**src/rtl/dispatch_scheduler_pkg.sv**
```systemverilog
// Shared types and constants for the dispatch scheduler: class encoding,
// RV32 opcode constants, FSM states and the slot classification helper.
package dispatch_scheduler_pkg;

  localparam int CW = 8;

  localparam logic [6:0] OPC_LOAD   = 7'b0000011;
  localparam logic [6:0] OPC_STORE  = 7'b0100011;
  localparam logic [6:0] OPC_BRANCH = 7'b1100011;
  localparam logic [6:0] OPC_JAL    = 7'b1101111;
  localparam logic [6:0] OPC_JALR   = 7'b1100111;
  localparam logic [6:0] OPC_OP     = 7'b0110011;
  localparam logic [6:0] F7_MULDIV  = 7'b0000001;

  typedef enum logic [1:0] {
    CLS_ALU = 2'd0,
    CLS_MUL = 2'd1,
    CLS_MEM = 2'd2,
    CLS_BR  = 2'd3
  } dclass_e;

  typedef enum logic [1:0] {
    ST_RUN    = 2'd0,
    ST_FLUSH  = 2'd1,
    ST_REFILL = 2'd2
  } sched_state_e;

  function automatic dclass_e classify(input logic [6:0] opc, input logic [6:0] f7);
    dclass_e c;
    c = CLS_ALU;
    case (opc)
      OPC_LOAD, OPC_STORE:           c = CLS_MEM;
      OPC_BRANCH, OPC_JAL, OPC_JALR: c = CLS_BR;
      OPC_OP:                        c = (f7 == F7_MULDIV) ? CLS_MUL : CLS_ALU;
      default:                       c = CLS_ALU;
    endcase
    return c;
  endfunction

endpackage

```
**src/rtl/dispatch_scheduler_if.sv**
```systemverilog
// Bundle between the instruction queue / ROB / RS owners and the scheduler,
// plus debug visibility of FSM state and credit counters.
interface dispatch_scheduler_if
  import dispatch_scheduler_pkg::*;
#(
  parameter int SUPERSCALAR = 2,
  parameter int ROB_DEPTH   = 16
);
  // Handshake: instr_pop[i] is the ready for instr_valid_out[i]; slot i leaves
  // the queue in a cycle where both are high, and dispatch_class[i] is
  // meaningful only in that cycle (zero otherwise).
  logic [SUPERSCALAR-1:0]         instr_valid_out;
  logic [SUPERSCALAR-1:0][6:0]    opcode;
  logic [SUPERSCALAR-1:0][6:0]    funct7;
  logic [$clog2(ROB_DEPTH+1)-1:0] rob_release;
  logic [3:0][1:0]                rs_release;
  logic                           flush;
  logic [SUPERSCALAR-1:0]         instr_pop;
  logic [SUPERSCALAR-1:0][1:0]    dispatch_class;
  logic                           stall;
  sched_state_e                   dbg_state;
  logic [CW-1:0]                  dbg_rob_credit;
  logic [3:0][CW-1:0]             dbg_rs_credit;

  modport master (
    output instr_valid_out, opcode, funct7, rob_release, rs_release, flush,
    input  instr_pop, dispatch_class, stall, dbg_state, dbg_rob_credit, dbg_rs_credit
  );

  modport slave (
    input  instr_valid_out, opcode, funct7, rob_release, rs_release, flush,
    output instr_pop, dispatch_class, stall, dbg_state, dbg_rob_credit, dbg_rs_credit
  );
endinterface

```
**src/rtl/dispatch_scheduler_credit_counter.sv**
```systemverilog
// Saturating credit counter: next = count - take + give, reloaded to MAX on
// reset or while the scheduler is flushing.
module credit_counter
  import dispatch_scheduler_pkg::*;
#(
  parameter int MAX = 4
) (
  input  logic          clk,
  input  logic          rst,
  input  logic          reload,
  input  logic [CW-1:0] take,
  input  logic [CW-1:0] give,
  output logic [CW-1:0] count
);
  localparam logic [CW:0] MAX_W = MAX[CW:0];

  logic [CW-1:0] r_count;
  logic [CW:0]   w_sum;

  assign w_sum = {1'b0, r_count} + {1'b0, give} - {1'b0, take};

  always_ff @(posedge clk) begin
    if (!rst || reload) begin
      r_count <= MAX_W[CW-1:0];
    end else if (w_sum > MAX_W) begin
      r_count <= MAX_W[CW-1:0];
    end else begin
      r_count <= w_sum[CW-1:0];
    end
  end

  assign count = r_count;

  // Over-release means an owner returned credits it never took.
  a_release_overflow: assert property (@(posedge clk) disable iff (!rst || reload)
    w_sum <= MAX_W);
  a_take_underflow: assert property (@(posedge clk) disable iff (!rst || reload)
    take <= r_count);

endmodule

```
**src/rtl/dispatch_scheduler.sv**
```systemverilog
// In-order dispatch from the queue tail line into ROB and reservation
// stations, gated by cumulative per-slot credit checks and a flush FSM.
module dispatch_scheduler
  import dispatch_scheduler_pkg::*;
#(
  parameter int SUPERSCALAR = 2,
  parameter int ROB_DEPTH   = 16,
  parameter int RS_ALU_N    = 4,
  parameter int RS_MUL_N    = 2,
  parameter int RS_MEM_N    = 4,
  parameter int RS_BR_N     = 2
) (
  input  logic                 clk,
  input  logic                 rst,
  dispatch_scheduler_if.slave  bus
);
  sched_state_e                r_state, w_next_state;
  logic                        w_run, w_reload, w_blocked;
  dclass_e                     w_cls;
  logic [CW-1:0]               w_rob_cnt, w_rob_take, w_rob_give;
  logic [3:0][CW-1:0]          w_rs_cnt, w_rs_take, w_rs_give;
  logic [SUPERSCALAR-1:0]      w_pop;
  logic [SUPERSCALAR-1:0][1:0] w_cls_out;

  always_ff @(posedge clk) begin
    if (!rst) r_state <= ST_RUN;
    else      r_state <= w_next_state;
  end

  always_comb begin
    w_next_state = r_state;
    case (r_state)
      ST_RUN:    if (bus.flush)  w_next_state = ST_FLUSH;
      ST_FLUSH:  if (!bus.flush) w_next_state = ST_REFILL;
      ST_REFILL: w_next_state = ST_RUN;
      default:   w_next_state = ST_RUN;
    endcase
  end

  // A flush request in RUN already counts as leaving RUN: pops are dropped and
  // counters reload so the first RUN cycle after REFILL sees full credits.
  assign w_run    = rst && (r_state == ST_RUN) && !bus.flush;
  assign w_reload = (r_state != ST_RUN) || bus.flush;

  // Once a valid slot fails its credit check, younger slots must not pass it.
  always_comb begin
    w_pop      = '0;
    w_cls_out  = '0;
    w_rob_take = '0;
    w_rs_take  = '0;
    w_blocked  = 1'b0;
    w_cls      = CLS_ALU;
    for (int i = 0; i < SUPERSCALAR; i++) begin
      w_cls = classify(bus.opcode[i], bus.funct7[i]);
      if (w_run && bus.instr_valid_out[i] && !w_blocked) begin
        if ((w_rob_cnt > w_rob_take) && (w_rs_cnt[w_cls] > w_rs_take[w_cls])) begin
          w_pop[i]          = 1'b1;
          w_cls_out[i]      = w_cls;
          w_rob_take        = w_rob_take + CW'(1);
          w_rs_take[w_cls]  = w_rs_take[w_cls] + CW'(1);
        end else begin
          w_blocked = 1'b1;
        end
      end
    end
  end

  assign w_rob_give = CW'(bus.rob_release);
  always_comb begin
    w_rs_give = '0;
    for (int c = 0; c < 4; c++) w_rs_give[c] = CW'(bus.rs_release[c]);
  end

  credit_counter #(.MAX(ROB_DEPTH)) u_rob (
    .clk(clk), .rst(rst), .reload(w_reload),
    .take(w_rob_take), .give(w_rob_give), .count(w_rob_cnt));
  credit_counter #(.MAX(RS_ALU_N)) u_alu (
    .clk(clk), .rst(rst), .reload(w_reload),
    .take(w_rs_take[0]), .give(w_rs_give[0]), .count(w_rs_cnt[0]));
  credit_counter #(.MAX(RS_MUL_N)) u_mul (
    .clk(clk), .rst(rst), .reload(w_reload),
    .take(w_rs_take[1]), .give(w_rs_give[1]), .count(w_rs_cnt[1]));
  credit_counter #(.MAX(RS_MEM_N)) u_mem (
    .clk(clk), .rst(rst), .reload(w_reload),
    .take(w_rs_take[2]), .give(w_rs_give[2]), .count(w_rs_cnt[2]));
  credit_counter #(.MAX(RS_BR_N)) u_br (
    .clk(clk), .rst(rst), .reload(w_reload),
    .take(w_rs_take[3]), .give(w_rs_give[3]), .count(w_rs_cnt[3]));

  assign bus.instr_pop      = w_pop;
  assign bus.dispatch_class = w_cls_out;
  assign bus.stall          = rst && (r_state == ST_RUN) && |(bus.instr_valid_out & ~w_pop);
  assign bus.dbg_state      = r_state;
  assign bus.dbg_rob_credit = w_rob_cnt;
  assign bus.dbg_rs_credit  = w_rs_cnt;

endmodule

```
**src/flat_wrapper.sv**
```systemverilog
// flat-port wrapper written by rule: the top's interface ports become plain ports
module dispatch_scheduler_flat import dispatch_scheduler_pkg::*;
#(
  parameter int SUPERSCALAR = 2,
  parameter int ROB_DEPTH   = 16,
  parameter int RS_ALU_N    = 4,
  parameter int RS_MUL_N    = 2,
  parameter int RS_MEM_N    = 4,
  parameter int RS_BR_N     = 2
)
  (clk, rst, bus_instr_valid_out, bus_opcode, bus_funct7, bus_rob_release, bus_rs_release, bus_flush, bus_instr_pop, bus_dispatch_class, bus_stall, bus_dbg_state, bus_dbg_rob_credit, bus_dbg_rs_credit);
  dispatch_scheduler_if #(.SUPERSCALAR(SUPERSCALAR), .ROB_DEPTH(ROB_DEPTH)) bus_i ();
  input  logic clk;
  input  logic rst;
  input wire logic [$bits(bus_i.instr_valid_out)-1:0] bus_instr_valid_out;
  input wire logic [$bits(bus_i.opcode)-1:0] bus_opcode;
  input wire logic [$bits(bus_i.funct7)-1:0] bus_funct7;
  input wire logic [$bits(bus_i.rob_release)-1:0] bus_rob_release;
  input wire logic [$bits(bus_i.rs_release)-1:0] bus_rs_release;
  input wire logic [$bits(bus_i.flush)-1:0] bus_flush;
  output wire logic [$bits(bus_i.instr_pop)-1:0] bus_instr_pop;
  output wire logic [$bits(bus_i.dispatch_class)-1:0] bus_dispatch_class;
  output wire logic [$bits(bus_i.stall)-1:0] bus_stall;
  output wire logic [$bits(bus_i.dbg_state)-1:0] bus_dbg_state;
  output wire logic [$bits(bus_i.dbg_rob_credit)-1:0] bus_dbg_rob_credit;
  output wire logic [$bits(bus_i.dbg_rs_credit)-1:0] bus_dbg_rs_credit;
  assign bus_i.instr_valid_out = bus_instr_valid_out;
  assign bus_i.opcode = bus_opcode;
  assign bus_i.funct7 = bus_funct7;
  assign bus_i.rob_release = bus_rob_release;
  assign bus_i.rs_release = bus_rs_release;
  assign bus_i.flush = bus_flush;
  assign bus_instr_pop = bus_i.instr_pop;
  assign bus_dispatch_class = bus_i.dispatch_class;
  assign bus_stall = bus_i.stall;
  assign bus_dbg_state = bus_i.dbg_state;
  assign bus_dbg_rob_credit = bus_i.dbg_rob_credit;
  assign bus_dbg_rs_credit = bus_i.dbg_rs_credit;
  dispatch_scheduler #(.SUPERSCALAR(SUPERSCALAR), .ROB_DEPTH(ROB_DEPTH), .RS_ALU_N(RS_ALU_N), .RS_MUL_N(RS_MUL_N), .RS_MEM_N(RS_MEM_N), .RS_BR_N(RS_BR_N)) u_core (.clk(clk), .rst(rst), .bus(bus_i));
endmodule
```
**config.mk**
```make
export PLATFORM = sky130hd
export DESIGN_NAME = dispatch_scheduler_flat
export DESIGN_NICKNAME = d
export VERILOG_FILES = /design/src/rtl/dispatch_scheduler_pkg.sv /design/src/rtl/dispatch_scheduler_if.sv /design/src/rtl/dispatch_scheduler_credit_counter.sv /design/src/rtl/dispatch_scheduler.sv /design/src/flat_wrapper.sv
export SDC_FILE = /design/constraint.sdc
export NUM_CORES = 1
export LEC_CHECK = 0
export CELL_PAD_IN_SITES_DETAIL_PLACEMENT = 0
export CELL_PAD_IN_SITES_GLOBAL_PLACEMENT = 1
export CORE_ASPECT_RATIO = 1.75
export CORE_MARGIN = 2
export CORE_UTILIZATION = 43
export CTS_CLUSTER_DIAMETER = 60
export DETAILED_ROUTE_END_ITERATION = 6
export GPL_ROUTABILITY_DRIVEN = 1
export PLACE_DENSITY = 0.88
export SYNTH_ARGS = -nofsm -noshare
export SYNTH_HDL_FRONTEND = slang
export SYNTH_HIERARCHICAL = 1
export SYNTH_SLANG_ARGS = --single-unit
```
**constraint.sdc**
```tcl
create_clock -name clk -period 15.4 [get_ports clk]
set_input_delay 3.08 -clock clk [delete_from_list [all_inputs] [get_ports clk]]
set_output_delay 3.08 -clock clk [all_outputs]
set_load 0.02 [all_outputs]
```
## Yosys cells after proc, flatten, opt, wreduce, memory -nomap -nowiden

Index checks and enable logic that the tools add are counted.

| storage, ports and cells | value |
|---|---|
| bits in read-only memories | 0 |
| memories kept | 0 |
| bits in writable memories | 0 |
| bits in latches | 0 |
| word-level logic and storage cells | 118 |
| bits of input ports | 46 |
| flip-flop bits (word level) | 42 |

| operators by class | value |
|---|---|
| reduce and logical (&&, ||, !) cells | 28 |
| divide/modulo/power cells | 0 |
| $add $sub $neg | 13 |
| shifts and indexed selects | 0 |
| magnitude comparators | 13 |
| $mul | 0 |
| equal/unequal tests | 17 |
| multiplexer cells | 38 |
| bitwise logic cells | 3 |

Operators by type and width:

| operator | number |
|---|---|
| $mux 32 | 4 |
| $mux 8 | 9 |
| $bmux 8 s2 | 4 |
| $sub 9x8->9 | 5 |
| $eq 7x7->1 const B | 6 |
| $add 8x2->9 | 4 |
| $and 32x32->32 | 1 |
| $bwmux 32 | 1 |
| $demux 8 s2 | 2 |
| $eq 7x6->1 const B | 4 |
| $add 8x1->8 const B | 3 |
| $gt 8x8->1 | 3 |
| $gt 9x2->1 const B | 2 |
| $gt 9x3->1 const B | 2 |
| $reduce_or 2->1 | 8 |
| $eq 7x1->1 const B | 2 |
| $eq 7x2->1 const B | 2 |
| $mux 2 | 6 |
| $pmux 2 s3 | 2 |
| $logic_and 1x1->1 | 10 |
| $add 8x5->9 | 1 |
| $gt 9x5->1 const B | 1 |
| $mux 1 | 9 |
| $gt 8x1->1 const B | 1 |
| 13 further kinds | 20 |

## Logic depth before layout (Yosys ltp)

| logic depth | value |
|---|---|
| depth after elaboration | 20 |
| mapped depth | 24 |
| depth with buffers taken out | 24 |

## By module

Netlist, hierarchy kept.

Modules (own cells, without submodules):

| module | area an instance (µm²) | cells an instance | times used | sequential area each (µm²) |
|---|---|---|---|---|
| credit_counter (u_core.u_alu ...) | 830.8 | 99 | 2 | 160.2 |
| credit_counter (u_core.u_br ...) | 820.8 | 98 | 2 | 160.2 |
| credit_counter (u_core.u_rob) | 928.4 | 113 | 1 | 160.2 |
| dispatch_scheduler | 854.6 | 122 | 1 | 40.0 |

## Least setup slack after synthesis

No wires, ideal clock.

| timing path | value |
|---|---|
| path kind | input -> output |
| start | in bus_opcode[2] |
| end | out bus_stall |
| stages | 14 |
| data required time | 12320 ps |
| arrival | 6138 ps |
| setup slack | 6182 ps |
| cells stage by stage | or3_1 nor3_1 nor4_1 or2_2 a211o_1 a211o_2 inv_1 ha_1 or2_2 o221ai_1 a311o_1 o32a_4 nand2_2 a41o_1 |

| on the way | value |
|---|---|
| word-level cells in the longest chain between the ends | 20 |
| elaborated cells on any way between the ends | 43 |
| classes of those cells | add/sub: 1; order compare: 5; eq/ne: 6; mux: 19; bitwise: 3; reduce/logical: 9 |

Ends and longest elaborated chain:

| element | line | RTL |
|---|---|---|
| start, declared | flat_wrapper.sv:16 | `input wire logic [$bits(bus_i.opcode)-1:0] bus_opcode;` |
| $eq 7x7->1, or another cell as far along | dispatch_scheduler_pkg.sv:31 | `case (opc)` |
| $reduce_or 3->1 / $reduce_or 2->1 (equally long branches) | dispatch_scheduler_pkg.sv:31 |  |
| $pmux 2 s3 (*) | dispatch_scheduler_pkg.sv:31 |  |
| branches (longest 13 deep; another with $add 8x1->8) | n/a |  |
| $not 2->2 (*) | dispatch_scheduler.sv:92 | `assign bus.stall = rst && (r_state == ST_RUN) && \|(bus.instr_valid_out & ~w_pop);` |
| $and 2x2->2 (*) | dispatch_scheduler.sv:92 |  |
| $reduce_or 2->1 (*) | dispatch_scheduler.sv:92 |  |
| $logic_and 1x1->1 (*) | dispatch_scheduler.sv:92 |  |
| end, declared | flat_wrapper.sv:23 | `output wire logic [$bits(bus_i.stall)-1:0] bus_stall;` |

Every way passes the cells marked *. The select of a mux whose other input is x is not followed.

## Final worst setup path

Ends and elaborated chain as after synthesis.

==> flow_metrics.env <==
export IMPL_outcome="finished clean"
export IMPL_postCtsSetupRepairBufs=0
export IMPL_multiInputGateArea_mm2=0.00382
export IMPL_maxCapViolations=0
export IMPL_grt_pass1_wl_mm=21.3
export IMPL_crit_fanout=11
export IMPL_final_cell_mix="170 x inv_1, 94 x clkdlybuf4s50_1, 82 x conb_1, 48 x ha_1, 42 x dfxtp_1"
export IMPL_syn_avg_cell_area_um2=8.09
export IMPL_dr_pass1_iters=4
export IMPL_tritoncts="yes"
export IMPL_async_reset_ff_frac=0
export IMPL_cts_buffer_depth=2
export IMPL_worstPathRequired_ns=12.32
export IMPL_hold_slack_ns=0.503
export IMPL_fin_crit_ns=10.61
export IMPL_synth_seq_cells=42
export IMPL_final_cells=934
export IMPL_fillerInstances=1103
export IMPL_drt_initial_drc_count=156
export IMPL_yosysWarningCount=6
export IMPL_pin_count=95
export IMPL_slew_headroom=0.545
export IMPL_cts_made_buffers=5
export IMPL_place_congestion=0.853
export IMPL_worstSetupEndpointType="output pin"
export IMPL_synth_cell_types=77
export IMPL_path_buf_inv=3
export IMPL_area_growth_pct=29.9
export IMPL_port_buffers=94
export IMPL_path_cells="clkdlybuf4s50_1, or3_1, nor3_1, nor4_1, or2_2, a211o_1, a211o_2, inv_1, ha_1, or2_2, o221ai_1, a311o_1, o32a_4, nand2_2, a41o_1, clkdlybuf4s50_1"
export IMPL_viasPerCell=5.08
export IMPL_clkSinkCount=42
export IMPL_setup_violations_final=0
export IMPL_powerDensity_mw_per_mm2=71.9
export IMPL_path_delay_family="compound AO/OA/AOI/OAI gates"
export IMPL_register_area_um2=841
export IMPL_die_w_um=86.2
export IMPL_antenna_found_initial=0
export IMPL_pwr_share_clk=0.299
export IMPL_timing_final_hold_violations=0
export IMPL_p_leak_nw=3.09
export IMPL_synth_area_top_cells="dfxtp_1 17%, fa_1 16%, inv_1 13%"
export IMPL_p_int_mw=0.301
export IMPL_grt_usage=0.208
export IMPL_clockRootBuffer="clkbuf_16"
export IMPL_slowest_stage="clkdlybuf4s50_1"
export IMPL_cts_repair_resized=0
export IMPL_grt_max_degree=15
export IMPL_synth_cells=629
export IMPL_postCtsHoldBufs=0
export IMPL_start_util=0.439
export IMPL_pwr_share_comb=0.454
export IMPL_die_h_um=148
export IMPL_finalSetupTns_ns=0
export IMPL_pre_cts_ws_ns=4.81
export IMPL_min_period_over_period=0.689
export IMPL_power_frac_seq=0.247
export IMPL_drc=0
export IMPL_vias=4744
export IMPL_drv_slew=0
export IMPL_startpoint_type="input port"
export IMPL_insertedDiodeCount=0
export IMPL_critPathArrivalTime_ns=7.53
export IMPL_synth_edf_count=0
export IMPL_rows=52
export IMPL_vdd_drop_max_mv=0.0417
export IMPL_grt_pass1_vias=4817
export IMPL_totalWireLength_mm=12.8
export IMPL_clock_fmax_mhz=94.2
export IMPL_dpl_hpwl_mm=10.9
export IMPL_worstMarginPinSlew_ns=0.682
export IMPL_wire_per_inst_um=13.7
export IMPL_yosysSeqAreaShare=0.165
export IMPL_yosysTopAreaCell="dfxtp_1"
export IMPL_final_common_cell="inv_1"
export IMPL_syn_area_mm2=0.00509
export IMPL_max_stage_delay_ns=0.60
export IMPL_core_area_mm2=0.0116
export IMPL_rsz0062_at_grt="no"
export IMPL_crit_type="in -> out"
export IMPL_final_nets=932
export IMPL_clkSlewWorstSetupHoldPaths_ns=0.06
export IMPL_setup_ws_ns=4.79
export IMPL_htree_num_levels=2
export IMPL_dp_cells=926
export IMPL_ys_flop_type="dfxtp_1"
export IMPL_die_area_mm2=0.0127
export IMPL_hp_class="reg -> reg"
export IMPL_switching_power_mw=0.174
export IMPL_overflow=0
export IMPL_ant_nets=0
export IMPL_p_sw_frac=0.365
export IMPL_synth_top_area_frac=0.165
export IMPL_drive_gt1_frac=0.0476
export IMPL_worst_skew_pair_late_latency_ns=0.29
export IMPL_clock_skew_ns=0.00461
power groups by stage:
stage	Combinational, mW	Clock [mW]	Sequential [mW]
5_1_grt	0.243	0.151	0.118
4_1_cts	0.214	0.146	0.117
3_5_place_dp	0.213	0	0.120
2_1_floorplan	0.155	0	0.123
3_3_place_gp	0.207	0	0.120
6_report	0.216	0.142	0.117
cell type report:
type | instances | share of cell area
inverter | 170 | 0.0966
sequential | 42 | 0.127
multi-input combinational | 485 | 0.579
clock inverter | 3 | 0.0104
clock buffer | 5 | 0.0189
tap | 135 | 0.0256
timing repair buffer | 94 | 0.142
cell usage after synthesis (4+ instances only):
cell      count
nand2b_1     14
o22ai_1       7
xnor2_1       4
dfxtp_1      42
a211o_1       4
fa_1         40
inv_1       170
o21ai_0      13
a31oi_1       4
ha_1         48
a21oi_1      22
nor3_1       21
nor4_1        9
o221ai_1      6
a221o_1       4
nor2_1       23
conb_1        6
o21bai_1      5
nand3_1      17
nor3b_1       7
a21o_2        4
nand4b_1      4
a21oi_2       4
nor4b_1       7
or3_1         7
nand2_1      30
a211oi_1     10
buf_6         5
xor2_1        7
or4_1         5
flip-flops by register name (all words and copies together), names as in the netlist:
signal	flops
u_core/u_br/count	8
u_core/bus.dbg_state	2
u_core/u_mul/count	8
u_core/u_rob/count	8
u_core/u_alu/count	8
u_core/u_mem/count	8
final timing paths:
kind | startpoint | to | slack, ns | cells past startpoint
worst max-delay path | bus_opcode[2] | bus_stall | 4.79 | 16
worst min-delay path | u_core/bus.dbg_state[1]$_SDFFE_PN0P_ | u_core/bus.dbg_state[0]$_SDFFE_PN0P_ | 0.50 | 1
worst max register to register | u_core/u_mul/count[2]$_SDFF_PP0_ | u_core/u_br/count[1]$_SDFF_PP1_ | 8.64 | 22
worst min register to register | u_core/bus.dbg_state[1]$_SDFFE_PN0P_ | u_core/bus.dbg_state[0]$_SDFFE_PN0P_ | 0.50 | 1
per-stage QoR:
step / utilization / total power, mW / cell area, µm²
final: 0.570 / 0.475 / 6610
after global routing: 0.570 / 0.512 / 6610
after CTS: 0.570 / 0.478 / 6610
after detailed placement: 0.554 / 0.333 / 6410
after global placement: 0.554 / 0.326 / 6410
after floorplan: - / 0.278 / 5370
routing by layer:
layer	GRT usage	up-vias	share of wire
met3	0.0296	21	0.044
li1	-	2384	-
met5	0	-	0
met1	0.223	2209	0.38
met4	0.0617	0	0.022
met2	0.407	130	0.55
cell families after synthesis:
family                   Yosys count  share of synthesized area
multiplexers                       6                     0.0125
other                              6                    0.00443
XOR/XNOR                          11                     0.0189
AO/OA/AOI/OAI                    122                      0.182
adder cells (fa/ha/maj)           88                      0.276
flip-flops                        42                      0.165
AND/OR/NAND/NOR                  176                      0.202
buffers and inverters            178                      0.139
Note: power is estimated with default switching activity, not from simulation.
